--- config.mk ---
export PLATFORM = sky130hd
export DESIGN_NAME = ex_mem_stage
export DESIGN_NICKNAME = d
export VERILOG_FILES = /design/src/rtl/ex_mem_stage_pkg.sv /design/src/rtl/skid_buf2.sv /design/src/rtl/ex_mem_stage.sv
export SDC_FILE = /design/constraint.sdc
export NUM_CORES = 1
export LEC_CHECK = 0
export ABC_CLOCK_PERIOD_IN_PS = 3400
export CORE_UTILIZATION = 45
export CTS_BUF_LIST = sky130_fd_sc_hd__clkbuf_4
export DETAILED_ROUTE_END_ITERATION = 6
export PLACE_DENSITY = 0.78
export SLEW_MARGIN = 20
export SYNTH_ARGS = -nofsm -noshare
export SYNTH_HDL_FRONTEND = slang
export SYNTH_SLANG_ARGS = --single-unit
--- constraint.sdc ---
create_clock -name clk -period 3.4 [get_ports clk]
set_clock_uncertainty 0.15 [all_clocks]
set_input_delay 1.02 -clock clk [delete_from_list [all_inputs] [get_ports clk]]
set_output_delay 1.02 -clock clk [all_outputs]
set_load 0.01 [all_outputs]
--- src/rtl/ex_mem_stage_pkg.sv ---
// Shared processor header: EX/MEM FSM encoding and entry-record sizing.
package ex_mem_stage_pkg;

    typedef enum logic {
        StRun  = 1'b0,
        StTrap = 1'b1
    } state_e;

    localparam int unsigned DataWDef = 32;
    localparam int unsigned RdWDef   = 5;

    // Entry record: {result, pc, rd, regwrite}
    function automatic int unsigned entry_w(input int unsigned data_w, input int unsigned rd_w);
        return 2 * data_w + rd_w + 1;
    endfunction

endpackage

--- src/rtl/skid_buf2.sv ---
// Two-entry in-order skid buffer; slot e0 is always the head. flush empties it.
module skid_buf2 #(
    parameter int unsigned WIDTH = 8
) (
    input  logic             clk,
    input  logic             rst_n,
    input  logic             flush,
    input  logic             push,
    input  logic             pop,
    input  logic [WIDTH-1:0] din,
    output logic [WIDTH-1:0] dout,
    output logic [1:0]       count
);

    logic [WIDTH-1:0] e0_q, e0_d, e1_q, e1_d;
    logic [1:0]       count_q, count_d;
    logic             push_ok, pop_ok;

    // Never overwrite a full buffer or pop an empty one.
    assign push_ok = push & (count_q != 2'd2);
    assign pop_ok  = pop & (count_q != 2'd0);

    always_comb begin
        e0_d    = e0_q;
        e1_d    = e1_q;
        count_d = count_q;
        if (flush) begin
            count_d = 2'd0;
        end else begin
            unique case ({push_ok, pop_ok})
                2'b10: begin
                    if (count_q == 2'd0) e0_d = din;
                    else                 e1_d = din;
                    count_d = count_q + 2'd1;
                end
                2'b01: begin
                    e0_d    = e1_q;
                    count_d = count_q - 2'd1;
                end
                2'b11: begin
                    if (count_q == 2'd1) begin
                        e0_d = din;
                    end else begin
                        e0_d = e1_q;
                        e1_d = din;
                    end
                end
                default: ;
            endcase
        end
    end

    always_ff @(posedge clk or negedge rst_n) begin
        if (!rst_n) begin
            e0_q    <= '0;
            e1_q    <= '0;
            count_q <= 2'd0;
        end else begin
            e0_q    <= e0_d;
            e1_q    <= e1_d;
            count_q <= count_d;
        end
    end

    assign dout  = e0_q;
    assign count = count_q;

endmodule

--- src/rtl/ex_mem_stage.sv ---
// EX/MEM pipeline register: 2-deep skid buffer plus branch-redirect and overflow-trap pulses.
// Define OVERFLOW_TRAP_EN to enable the overflow trap (RUN/TRAP FSM, exc_ov/exc_epc).
module ex_mem_stage
    import ex_mem_stage_pkg::*;
#(
    parameter int unsigned DATA_W = DataWDef,
    parameter int unsigned RD_W   = RdWDef
) (
    input  logic              clk,
    input  logic              rst_n,
    input  logic              flush,
    input  logic              ex_valid,
    output logic              ex_ready,
    input  logic [DATA_W-1:0] alu_c,
    input  logic              alu_overflow,
    input  logic              alu_cmp,
    input  logic [DATA_W-1:0] ex_pc,
    input  logic [RD_W-1:0]   ex_rd,
    input  logic              ex_regwrite,
    input  logic              ex_ovf_chk,
    input  logic              ex_is_branch,
    input  logic [DATA_W-1:0] ex_br_target,
    output logic              mem_valid,
    input  logic              mem_ready,
    output logic [DATA_W-1:0] mem_result,
    output logic [DATA_W-1:0] mem_pc,
    output logic [RD_W-1:0]   mem_rd,
    output logic              mem_regwrite,
    output logic              br_taken,
    output logic [DATA_W-1:0] br_target,
    output logic              exc_ov,
    output logic [DATA_W-1:0] exc_epc
);

    localparam int unsigned EntryW = entry_w(DATA_W, RD_W);

    state_e            state_q, state_d;
    logic              br_taken_q, br_taken_d;
    logic [DATA_W-1:0] br_target_q, br_target_d;
    logic [1:0]        count;
    logic              push, pop, trap_push;
    logic [EntryW-1:0] din, dout;

    assign ex_ready  = (count != 2'd2) && (state_q == StRun);
    assign mem_valid = (count != 2'd0);
    // flush kills any same-cycle push, so its side effects are masked here too.
    assign push      = ex_valid & ex_ready & ~flush;
    assign pop       = mem_valid & mem_ready & ~flush;

`ifdef OVERFLOW_TRAP_EN
    logic              exc_ov_q, exc_ov_d;
    logic [DATA_W-1:0] exc_epc_q, exc_epc_d;

    assign trap_push = push & ex_ovf_chk & alu_overflow;

    always_comb begin
        exc_ov_d  = trap_push;
        exc_epc_d = trap_push ? ex_pc : exc_epc_q;
    end

    always_ff @(posedge clk or negedge rst_n) begin
        if (!rst_n) begin
            exc_ov_q  <= 1'b0;
            exc_epc_q <= '0;
        end else begin
            exc_ov_q  <= exc_ov_d;
            exc_epc_q <= exc_epc_d;
        end
    end

    assign exc_ov  = exc_ov_q;
    assign exc_epc = exc_epc_q;
`else
    logic unused_trap;
    assign unused_trap = ex_ovf_chk ^ alu_overflow;
    assign trap_push   = 1'b0;
    assign exc_ov      = 1'b0;
    assign exc_epc     = '0;
`endif

    assign din = {alu_c, ex_pc, ex_rd, ex_regwrite & ~trap_push};

    skid_buf2 #(
        .WIDTH(EntryW)
    ) u_buf (
        .clk  (clk),
        .rst_n(rst_n),
        .flush(flush),
        .push (push),
        .pop  (pop),
        .din  (din),
        .dout (dout),
        .count(count)
    );

    assign {mem_result, mem_pc, mem_rd, mem_regwrite} = dout;

    always_comb begin
        br_taken_d  = push & ex_is_branch & alu_cmp;
        br_target_d = br_taken_d ? ex_br_target : br_target_q;
        state_d     = state_q;
        if (flush)          state_d = StRun;
        else if (trap_push) state_d = StTrap;
    end

    always_ff @(posedge clk or negedge rst_n) begin
        if (!rst_n) begin
            state_q     <= StRun;
            br_taken_q  <= 1'b0;
            br_target_q <= '0;
        end else begin
            state_q     <= state_d;
            br_taken_q  <= br_taken_d;
            br_target_q <= br_target_d;
        end
    end

    assign br_taken  = br_taken_q;
    assign br_target = br_target_q;

endmodule

### Word level (Yosys, flattened, before mapping)

Cells that the tools add are included.

| storage, ports and cells | value |
|---|---|
| register bits | 175 |
| input port bits | 111 |
| output and inout port bits | 138 |

| operators by class | value |
|---|---|
| $add $sub $neg | 2 |
| equal/unequal tests | 8 |
| multiplexer cells | 8 |
| bitwise gates (word level) | 9 |
| reduce and logical (&&, ||, !) cells | 7 |

Operators by type and width:

| cell | number |
|---|---|
| $mux 70 | 4 |
| $pmux 70 s3 | 1 |
| $pmux 70 s2 | 1 |
| $and 1x1->1 | 8 |
| $ne 2x2->1 const B | 3 |
| $reduce_bool 3->1 | 2 |
| $eq 2x1->1 const B | 2 |
| $eq 2x2->1 const B | 2 |
| $pmux 2 s2 | 1 |
| $reduce_and 4->1 | 1 |
| $reduce_bool 2->1 | 2 |
| $reduce_and 3->1 | 1 |
| $add 2x1->2 const B | 1 |
| $logic_not 2->1 | 1 |
| $mux 2 | 1 |
| $ne 2x1->1 const B | 1 |
| $sub 2x1->2 const B | 1 |
| $not 1->1 | 1 |

### Depth between registers and ports, before layout

Gate-level depths: netlist of run 1.

| depth | value |
|---|---|
| word-level depth | 7 |
| depth in mapped cells | 9 |
| gate-level depth less buffers | 6 |

### By module

From an unflattened synthesis of run 1, not the netlist that was laid out.

| second synthesis, totals | value |
|---|---|
| cell total of the unflattened synthesis | 764 |
| area, all modules | 8878.5 µm² |

By module, submodules not included:

| module | instances | cells an instance | area each (µm²) |
|---|---|---|---|
| skid_buf2 | 1 | 655 | 7339.5 |
| ex_mem_stage | 1 | 109 | 1539.0 |

### Least setup slack after synthesis of run 1

OpenSTA, ideal clock, no wires.

| path | value |
|---|---|
| path kind | flip-flop to output port |
| start | register u_buf.count_q[0], in the netlist u_buf.count[0] |
| end | output port mem_valid |
| arrival | 1164 ps |
| path slack | 1066 ps |
| cell stages (with the launch flop) | 6 |
| path buffers | 2 |
| cell sequence | dfrtp_1 -> inv_1 -> ha_1 -> buf_2 -> clkbuf_1 -> inv_1 |

| on the way | value |
|---|---|
| longest elaborated chain between the ends | 1 |

RTL lines:

| item | line | source |
|---|---|---|
| start: declaration | skid_buf2.sv:16 | `logic [1:0] count_q, count_d;` |
| start signal: assignment | skid_buf2.sv:61 | `count_q <= count_d;` |
| $reduce_bool 2->1 | ex_mem_stage.sv:45 | `assign mem_valid = (count != 2'd0);` |
| end: declaration | ex_mem_stage.sv:23 | `output logic mem_valid,` |

No other way between the ends.

### Worst setup path in the final report of run 1

Same ends and word-level chain as after synthesis.

==> metrics.txt, run 1 <==
design area slightly above 10000 um^2; crit-path leading delay family buffers and inverters; ranking of synthesized cells by area dfrtp_1 (57%), mux2_2 (12%), mux2i_1 (7.7%); Worst-Skew Late Latency 0.55 ns; drt first pass iters 4; H-Tree Depth 4; Crit Path Class flop to output port; TritonCTS clock tree built; count leader, synth dfrtp_1; synthesized area per cell between 10 and 15 um^2; routed wire length around 17000 um; sequential area share after synthesis 0.569; first-pass GRT wire length approximately 28000 um; Most common cell on crit path inv_1; routability cong. roughly 0.8; routed len/inst about 16 um; max-slew violation total from the final report 0; CTS Hold Bufs 0; Hold WS between 0.2 and 0.25 ns; Post-Place Worst Slack 0.0418 ns; Tightest Pin Transition 0.953 ns; post-detail-place hpwl 12100 um; crit path capture type output port; Root Driver clkbuf_4; Max clock buf depth 2; final core utilization 0.622; Netlist cell types 33; endpoints failing setup 0; slowest stage delay, CP ~0.54 ns; GRT Total Usage 0.202; Pwr Density ~800 nW/um^2; DRC Markers 0; fmax 317 MHz; synthesized area 7700 um^2; quantity of gates resized following cts 0; Post-synth EDFFs 0; number of global-route vias before repair 5582; status complete, no violations; unrepaired setup endpoints after global routing no; # rows 47; Tightest Hold Check Type input pin to async pin; Most used DFF post-synth dfrtp_1; Clock Pin Slew Worst Setup and Hold Paths 0.15 ns; Async S/R FF share, synth 1.00; Worst Path Arrival roughly 2 ns; Synth warnings 0; commonest cells in the netlist dfrtp_1 (175), mux2_2 (84), nand2_1 (62), mux2i_1 (59), o21ai_0 (46); Fin. Hold Viols 0; worst path required time 2.23 ns; Num CTS Buffers 17; DIE AREA around 18000 um^2; Buf/Inv on CP 3; MaxCap Viol Count 0; DR iter-0 viols approximately 250; Final TNS setup 0 ns; # nets final 946; Post-CTS Setup Inserts 0; Area after DPL 10000 um^2; initial antenna violation count 1; total number of vias 5275; top cell type's share of synthesized area 0.569; ratio of cells with drive above 1 in the final layout 0.163; width of the chip between 100 and 150 um; relative slew slack 0.364; peak supply drop between 300 and 400 uV; mean number of vias per cell between 4 and 5; crit path time final between 3 and 4 ns; Top Ports between 200 and 250; grt ovf 0; Syn-to-layout area delta 34.5%; crit path cell chain inv_1 -> ha_1 -> inv_1 -> clkdlybuf4s50_1; Die Y roughly 130 um; core area ~17000 um^2; Filler cells between 1000 and 1500; post-layout worst setup margin about 0.25 ns; CP max FO 4; final worst path period share 0.927; largest area contributor in the netlist dfrtp_1; IO Port Bufs 213; crit start category flop; Initial Util 0.463; TritonCTS Sinks about 180; Post-DRT Antenna Nets 0; Yosys reg bits between 150 and 200; largest net degree at the start of global routing between 60 and 70; CP max-delay cell clkdlybuf4s50_1; leak pwr a little under 5 nW; Mapped Cells 623
==> kinds of logic after synthesis <==
group                    share of synthesized area
AO/OA/AOI/OAI                               0.0650
XOR/XNOR                                   0.00114
adder cells (fa/ha/maj)                    0.00488
buffers and inverters                       0.0603
flip-flops                                   0.569
multiplexers                                 0.242
other                                     0.000487
AND/OR/NAND/NOR                             0.0575
==> stage by stage <==
step	std cells	power, W
final	1066	0.00830
after global placement	1033	0.00681
after CTS	1065	0.00841
after detailed placement	1033	0.00700
after global routing	1066	0.00884
after floorplan	655	0.00529
==> cells in the final DEF, fill, tap and decap left out, types with 3 or more instances in the layout <==
cell and instances:
ha_1 3, nor2_1 35, nand2_1 61, mux2_2 84
inv_1 5, mux2i_1 59, clkdlybuf4s50_1 212, buf_12 7
o21ai_0 46, a221oi_1 11, bufinv_16 5, buf_4 8
clkbuf_4 18, mux2_1 29, conb_1 33, inv_6 3
dfrtp_1 175, o21ai_1 24
==> worst paths after layout <==
kind / from / cells after the start / end / slack [ns]
hold / removal: rst_n / 1 / br_target[15] / 0.22
setup / recovery: u_buf.count[0] / 4 / mem_valid / 0.25
max in group asynchronous: rst_n / 2 / br_target[18] / 2.12
setup reg to reg: u_buf.count[0] / 7 / u_buf.dout[67] / 0.85
hold reg to reg: u_buf.dout[56] / 2 / u_buf.dout[56] / 0.35
min in group clk: u_buf.dout[56] / 2 / u_buf.dout[56] / 0.35
==> layout make-up <==
class / instances / area (um^2) / share of cell area
Sequential cell: 175 / 4380 / 0.423
Clock buffer: 18 / 135 / 0.0130
Clock inverter: 14 / 210 / 0.0203
Tap cell: 220 / 275 / 0.0266
Timing Repair Buffer: 228 / 2330 / 0.225
Multi-Input combinational cell: 404 / 3000 / 0.290
Antenna cell: 1 / 2.50 / 0.000242
Inverter: 6 / 22.5 / 0.00217
==> per-layer routing <==
metal  global-route usage  up-vias  part of all wire
met4               0.0862        0             0.024
met3               0.0464       28             0.046
met1                0.240     2587              0.40
met2                0.351      151              0.53
met5                    0        -                 0
li1                     -     2509                 -
==> flip-flops by register name (all words and copies together) (netlist names) <==
register and cells:
br_taken 1, br_target 32, u_buf.count 2, u_buf.dout 70
u_buf.e1_q 70
==> power by group <==
part | internal [W] | total, W | switching [W]
clock network | 0.000667 | 0.00138 | 0.000715
logic | 0.00193 | 0.00338 | 0.00145
registers | 0.00303 | 0.00353 | 0.000502
No activity file was read; power rests on OpenSTA's default activity.
==> run 2, diff against run 1 <==
MAX_ROUTING_LAYER = met4   (was not set)
==> metrics.txt, run 2 (synthesis results as in run 1) <==
MaxCap Viol Count 0 (unchanged); CP max FO 4 (unchanged); mean number of vias per cell 4.95 (about the same); Final TNS setup 0 ns (unchanged); Crit Path Class flop to output port (unchanged); sw power 0.00267 W (about the same); fmax 318 MHz (was 317 MHz); width of the chip 133 um (unchanged); core area 16600 um^2 (unchanged); clock network power share 0.166 (was 0.167); Max clock buf depth 2 (unchanged); leak pwr 4.81 nW (unchanged); Num CTS Buffers 17 (unchanged); H-Tree Depth 4 (unchanged); Reg2Reg Setup Slack 0.86 ns (was 0.85 ns); Root Driver clkbuf_4 (unchanged); Post-Place Worst Slack 0.0418 ns (unchanged); final worst path period share 0.925 (was 0.927); post-layout worst setup margin 0.255 ns (was 0.247 ns); crit start category flop (unchanged); number of global-route vias before repair 5577 (was 5582); DIE AREA 17600 um^2 (unchanged); peak supply drop 397 uV (was 398 uV); routability cong. 0.795 (was 0.784); Die Y 133 um (unchanged); drt first pass iters 4 (unchanged); post-detail-place hpwl 12100 um (unchanged); DRC Markers 0 (unchanged); routed wire length 16900 um (about the same); Hold WS 0.221 ns (was 0.218 ns); total number of vias 5277 (was 5275); Tightest Pin Transition 0.953 ns (about the same); Syn-to-layout area delta 34.5% (unchanged); Post-CTS Setup Inserts 0 (unchanged); status complete, no violations (unchanged); GRT Total Usage 0.209 (was 0.202); crit path cell chain inv_1 -> ha_1 -> inv_1 -> clkdlybuf4s50_1 (unchanged); largest net degree at the start of global routing 68 (unchanged); Area after DPL 10000 um^2 (unchanged); TritonCTS Sinks 175 (unchanged); endpoints failing setup 0 (unchanged); crit path capture type output port (unchanged); Combinational Power Share 0.408 (about the same); # nets final 946 (unchanged); Worst Path Arrival 1.97 ns (was 1.98 ns); CP max-delay cell clkdlybuf4s50_1 (unchanged); routed len/inst 15.8 um (was 15.9 um); Clock Pin Slew Worst Setup and Hold Paths 0.15 ns (about the same); relative slew slack 0.365 (was 0.364); worst path required time 2.23 ns (about the same); Worst-Skew Late Latency 0.55 ns (about the same); Most common cell on crit path inv_1 (unchanged); Fin. Hold Viols 0 (unchanged); most common cell after layout, fill and taps aside clkdlybuf4s50_1 (unchanged); TritonCTS clock tree built (unchanged); Post-DRT Antenna Nets 0 (unchanged); max-slew violation total from the final report 0 (unchanged); Top Ports 249 (unchanged); unrepaired setup endpoints after global routing no (unchanged); CTS Hold Bufs 0 (unchanged); quantity of gates resized following cts 0 (unchanged); ratio of cells with drive above 1 in the final layout 0.163 (unchanged); initial antenna violation count 1 (unchanged); Pwr Density 801 nW/um^2 (about the same); slowest stage delay, CP 0.54 ns (about the same); most frequent cells in the layout clkdlybuf4s50_1 (212), dfrtp_1 (175), mux2_2 (84) (unchanged); sequential cell fraction of total power 0.426 (about the same); grt ovf 0 (unchanged); switching share of power 0.321 (was 0.322); Tightest Hold Check Type input pin to async pin (unchanged); crit path time final 3.14 ns (was 3.15 ns); design area 10400 um^2 (unchanged); # rows 47 (unchanged); IO Port Bufs 213 (unchanged); Initial Util 0.463 (unchanged); DR iter-0 viols 224 (was 246); P_int 0.00563 W (about the same); first-pass GRT wire length 27900 um (about the same)
==> run 2: worst paths after layout <==
path	startpoint	endpoint	cells after the start
worst max-delay path	u_buf.count[0]	mem_valid	4
max in group asynchronous	rst_n	br_target[26]	2
min in group clk	u_buf.dout[56]	u_buf.dout[56]	2
worst min register to register	u_buf.dout[56]	u_buf.dout[56]	2
worst max register to register	u_buf.count[0]	u_buf.dout[67]	7
worst min-delay path	rst_n	br_target[15]	1
==> run 2: area by class of cell <==
| cell class | count | area [um^2] |
|---|---|---|
| fill | 1316 | 6280 |
| sequential | 175 | 4380 |
| multi-input combinational | 404 | 3000 |
| timing repair buffer | 228 | 2330 |
| tap | 220 | 275 |
| clock inverter | 14 | 210 |
| clock buffer | 18 | 135 |
| inverter | 6 | 22.5 |
| antenna | 1 | 2.50 |
==> run 2: power by group through the flow <==
stage / Clock (W) / Combinational (W) / Sequential, W
after detailed placement: 0 / 0.00342 / 0.00358
after global routing: 0.00152 / 0.00367 / 0.00365
final: 0.00138 / 0.00339 / 0.00353
after CTS: 0.00144 / 0.00344 / 0.00353
after global placement: 0 / 0.00331 / 0.00351
after floorplan: 0 / 0.00155 / 0.00374
==> run 2: per-stage QoR <==
stage	util	instances	total power, W
after floorplan	-	655	0.00529
after global placement	0.602	1033	0.00681
after detailed placement	0.602	1033	0.00700
after CTS	0.622	1065	0.00841
after global routing	0.622	1066	0.00884
final	0.622	1066	0.00830
==> run 2: worst max-delay path, delay by kind of cell, from the launching register on <==
| kind | cells | cell delay (ns) |
|---|---|---|
| buffers and inverters | 3 | 0.72 |
| DFF | 1 | 0.42 |
| adders and majority gates | 1 | 0.28 |
==> run 2: layer usage <==
metal | vias to the layer above | GRT usage | share of wire | routed length [um]
li1 | 2506 | - | - | -
met1 | 2590 | 0.244 | 0.41 | 6970
met2 | 151 | 0.350 | 0.52 | 8860
met3 | 30 | 0.0414 | 0.040 | 668
met4 | 0 | 0.0862 | 0.023 | 388
met5 | - | - | 0 | 0
==> run 3, diff against run 2 <==
--- a/config.mk
+++ b/config.mk
@@ -13,2 +13,3 @@
 export PLACE_DENSITY = 0.78
+export SKIP_CTS_REPAIR_TIMING = 1
 export SLEW_MARGIN = 20
@@ -17 +18,2 @@
 export SYNTH_SLANG_ARGS = --single-unit
+export TNS_END_PERCENT = 5
==> constraint.sdc (replaced) <==
create_clock -name clk -period 3.4 [get_ports clk]
set_clock_uncertainty 0.15 [all_clocks]
set_input_delay 0.51 -clock clk [delete_from_list [all_inputs] [get_ports clk]]
set_output_delay 0.51 -clock clk [all_outputs]
set_load 0.01 [all_outputs]
==> metrics.txt, run 3 (synthesis results as in run 1) <==
switching share of power 0.333 (was 0.321); total number of vias 5307 (was 5277); width of the chip 133 um (unchanged); Area after DPL 9930 um^2 (was 10000 um^2); leak pwr 4.73 nW (was 4.81 nW); post-detail-place hpwl 11600 um (was 12100 um); most common cell after layout, fill and taps aside clkdlybuf4s50_1 (unchanged); fmax 333 MHz (was 318 MHz); Post-DRT Antenna Nets 0 (unchanged); Tightest Hold Check Type flop to flop (was input pin to async pin); unrepaired setup endpoints after global routing no (unchanged); endpoints failing setup 0 (unchanged); GRT Total Usage 0.202 (was 0.209); peak supply drop 416 uV (was 397 uV); # nets final 941 (was 946); sequential cell fraction of total power 0.442 (was 0.426); crit start category flop (unchanged); Syn-to-layout area delta 32.6% (was 34.5%); post-layout worst setup margin 0.399 ns (was 0.255 ns); CP max FO 19 (was 4); DR iter-0 viols 163 (was 224); Initial Util 0.463 (unchanged); ratio of cells with drive above 1 in the final layout 0.161 (was 0.163); Tightest Pin Transition 0.925 ns (was 0.953 ns); grt ovf 0 (unchanged); largest net degree at the start of global routing 87 (was 68); mean number of vias per cell 5.00 (was 4.95); DIE AREA 17600 um^2 (unchanged); routed wire length 16700 um (was 16900 um); status complete, no violations (unchanged); crit path capture type output port (unchanged); Worst Path Arrival 2.34 ns (was 1.97 ns); first-pass GRT wire length 27200 um (was 27900 um); max-slew violation total from the final report 0 (unchanged); P_int 0.00533 W (was 0.00563 W); most frequent cells in the layout clkdlybuf4s50_1 (212), dfrtp_1 (175), mux2_2 (84) (unchanged); number of global-route vias before repair 5455 (was 5577); clock network power share 0.139 (was 0.166); final worst path period share 0.883 (was 0.925); DRC Markers 0 (unchanged); Clock Pin Slew Worst Setup and Hold Paths 0.14 ns (was 0.15 ns); crit path time final 3.00 ns (was 3.14 ns); Fin. Hold Viols 0 (unchanged); routed len/inst 15.7 um (was 15.8 um); Combinational Power Share 0.419 (was 0.408); relative slew slack 0.381 (was 0.365); design area 10200 um^2 (was 10400 um^2); # rows 47 (unchanged); TritonCTS Sinks 175 (unchanged); Final TNS setup 0 ns (unchanged); Multi-input gate area 3010 um^2 (was 3000 um^2); H-Tree Depth 4 (unchanged); placed cells 1027 (was 1033); Root Driver clkbuf_4 (unchanged); Num CTS Buffers 17 (unchanged); fin cells 1061 (was 1066); Crit Path Class flop to output port (unchanged); worst path required time 2.74 ns (was 2.23 ns); TritonCTS clock tree built (unchanged); Post-Place Worst Slack 0.461 ns (was 0.0418 ns); drt first pass iters 4 (unchanged); Storage cell area 4380 um^2 (unchanged); Worst-Skew Late Latency 0.56 ns (was 0.55 ns); Top Ports 249 (unchanged); initial antenna violation count 1 (unchanged); Max clock buf depth 2 (unchanged); routability cong. 0.787 (was 0.795); IO Port Bufs 213 (unchanged); Die Y 133 um (unchanged); Filler cells 1333 (was 1316); core area 16600 um^2 (unchanged); sw power 0.00266 W (was 0.00267 W); Pwr Density 783 nW/um^2 (was 801 nW/um^2); MaxCap Viol Count 0 (unchanged)
## run 3: final timing paths
kind / slack, ns / cells past startpoint / start / end
min in group asynchronous: 0.37 / 2 / rst_n / br_target[19]
setup reg to reg: 0.60 / 7 / u_buf.count[0] / u_buf.dout[27]
hold reg to reg: 0.34 / 2 / u_buf.dout[56] / u_buf.dout[56]
setup / recovery: 0.40 / 4 / u_buf.count[0] / mem_valid
max in group asynchronous: 1.83 / 3 / rst_n / u_buf.e1_q[47]
hold / removal: 0.34 / 2 / u_buf.dout[56] / u_buf.dout[56]
## run 3: metrics by stage
stage / util / total power, W / hold slack (ns)
5_1_grt: 0.613 / 0.00853 / 0.335
3_3_place_gp: 0.597 / 0.00679 / 0.314
3_5_place_dp: 0.597 / 0.00698 / 0.320
2_1_floorplan: - / 0.00529 / 0.0644
4_1_cts: 0.613 / 0.00810 / -0.221
6_report: 0.613 / 0.00800 / 0.344
## run 3: layout make-up
| type | count | area share |
|---|---|---|
| clock inverters | 12 | 0.0110 |
| multi-input cells | 404 | 0.294 |
| diodes | 1 | 0.000245 |
| clock buffers | 20 | 0.0147 |
| well taps | 220 | 0.0270 |
| repair buffers | 223 | 0.221 |
| inverters | 6 | 0.00221 |
| flip-flops and latches | 175 | 0.429 |
## run 3: routing by layer
layer | vias up | global-route usage | wire length, um
met1 | 2632 | 0.236 | 6930
met3 | 16 | 0.0448 | 728
li1 | 2500 | - | -
met2 | 159 | 0.345 | 8830
met4 | 0 | 0.0677 | 195
met5 | - | - | 0
## run 3: power by group through the flow
| stage | registers, W | logic, W | clock network, W |
|---|---|---|---|
| 6_report | 0.00353 | 0.00335 | 0.00111 |
| 5_1_grt | 0.00365 | 0.00364 | 0.00125 |
| 4_1_cts | 0.00354 | 0.00340 | 0.00117 |
| 3_5_place_dp | 0.00358 | 0.00339 | 0 |
| 3_3_place_gp | 0.00351 | 0.00328 | 0 |
| 2_1_floorplan | 0.00374 | 0.00155 | 0 |
## run 3: worst max-delay path, cell delays in order (launching register included)
cell and delay, ns:
dfrtp_1 0.44, inv_1 0.09, ha_1 0.67, inv_1 0.09, clkdlybuf4s50_1 0.50
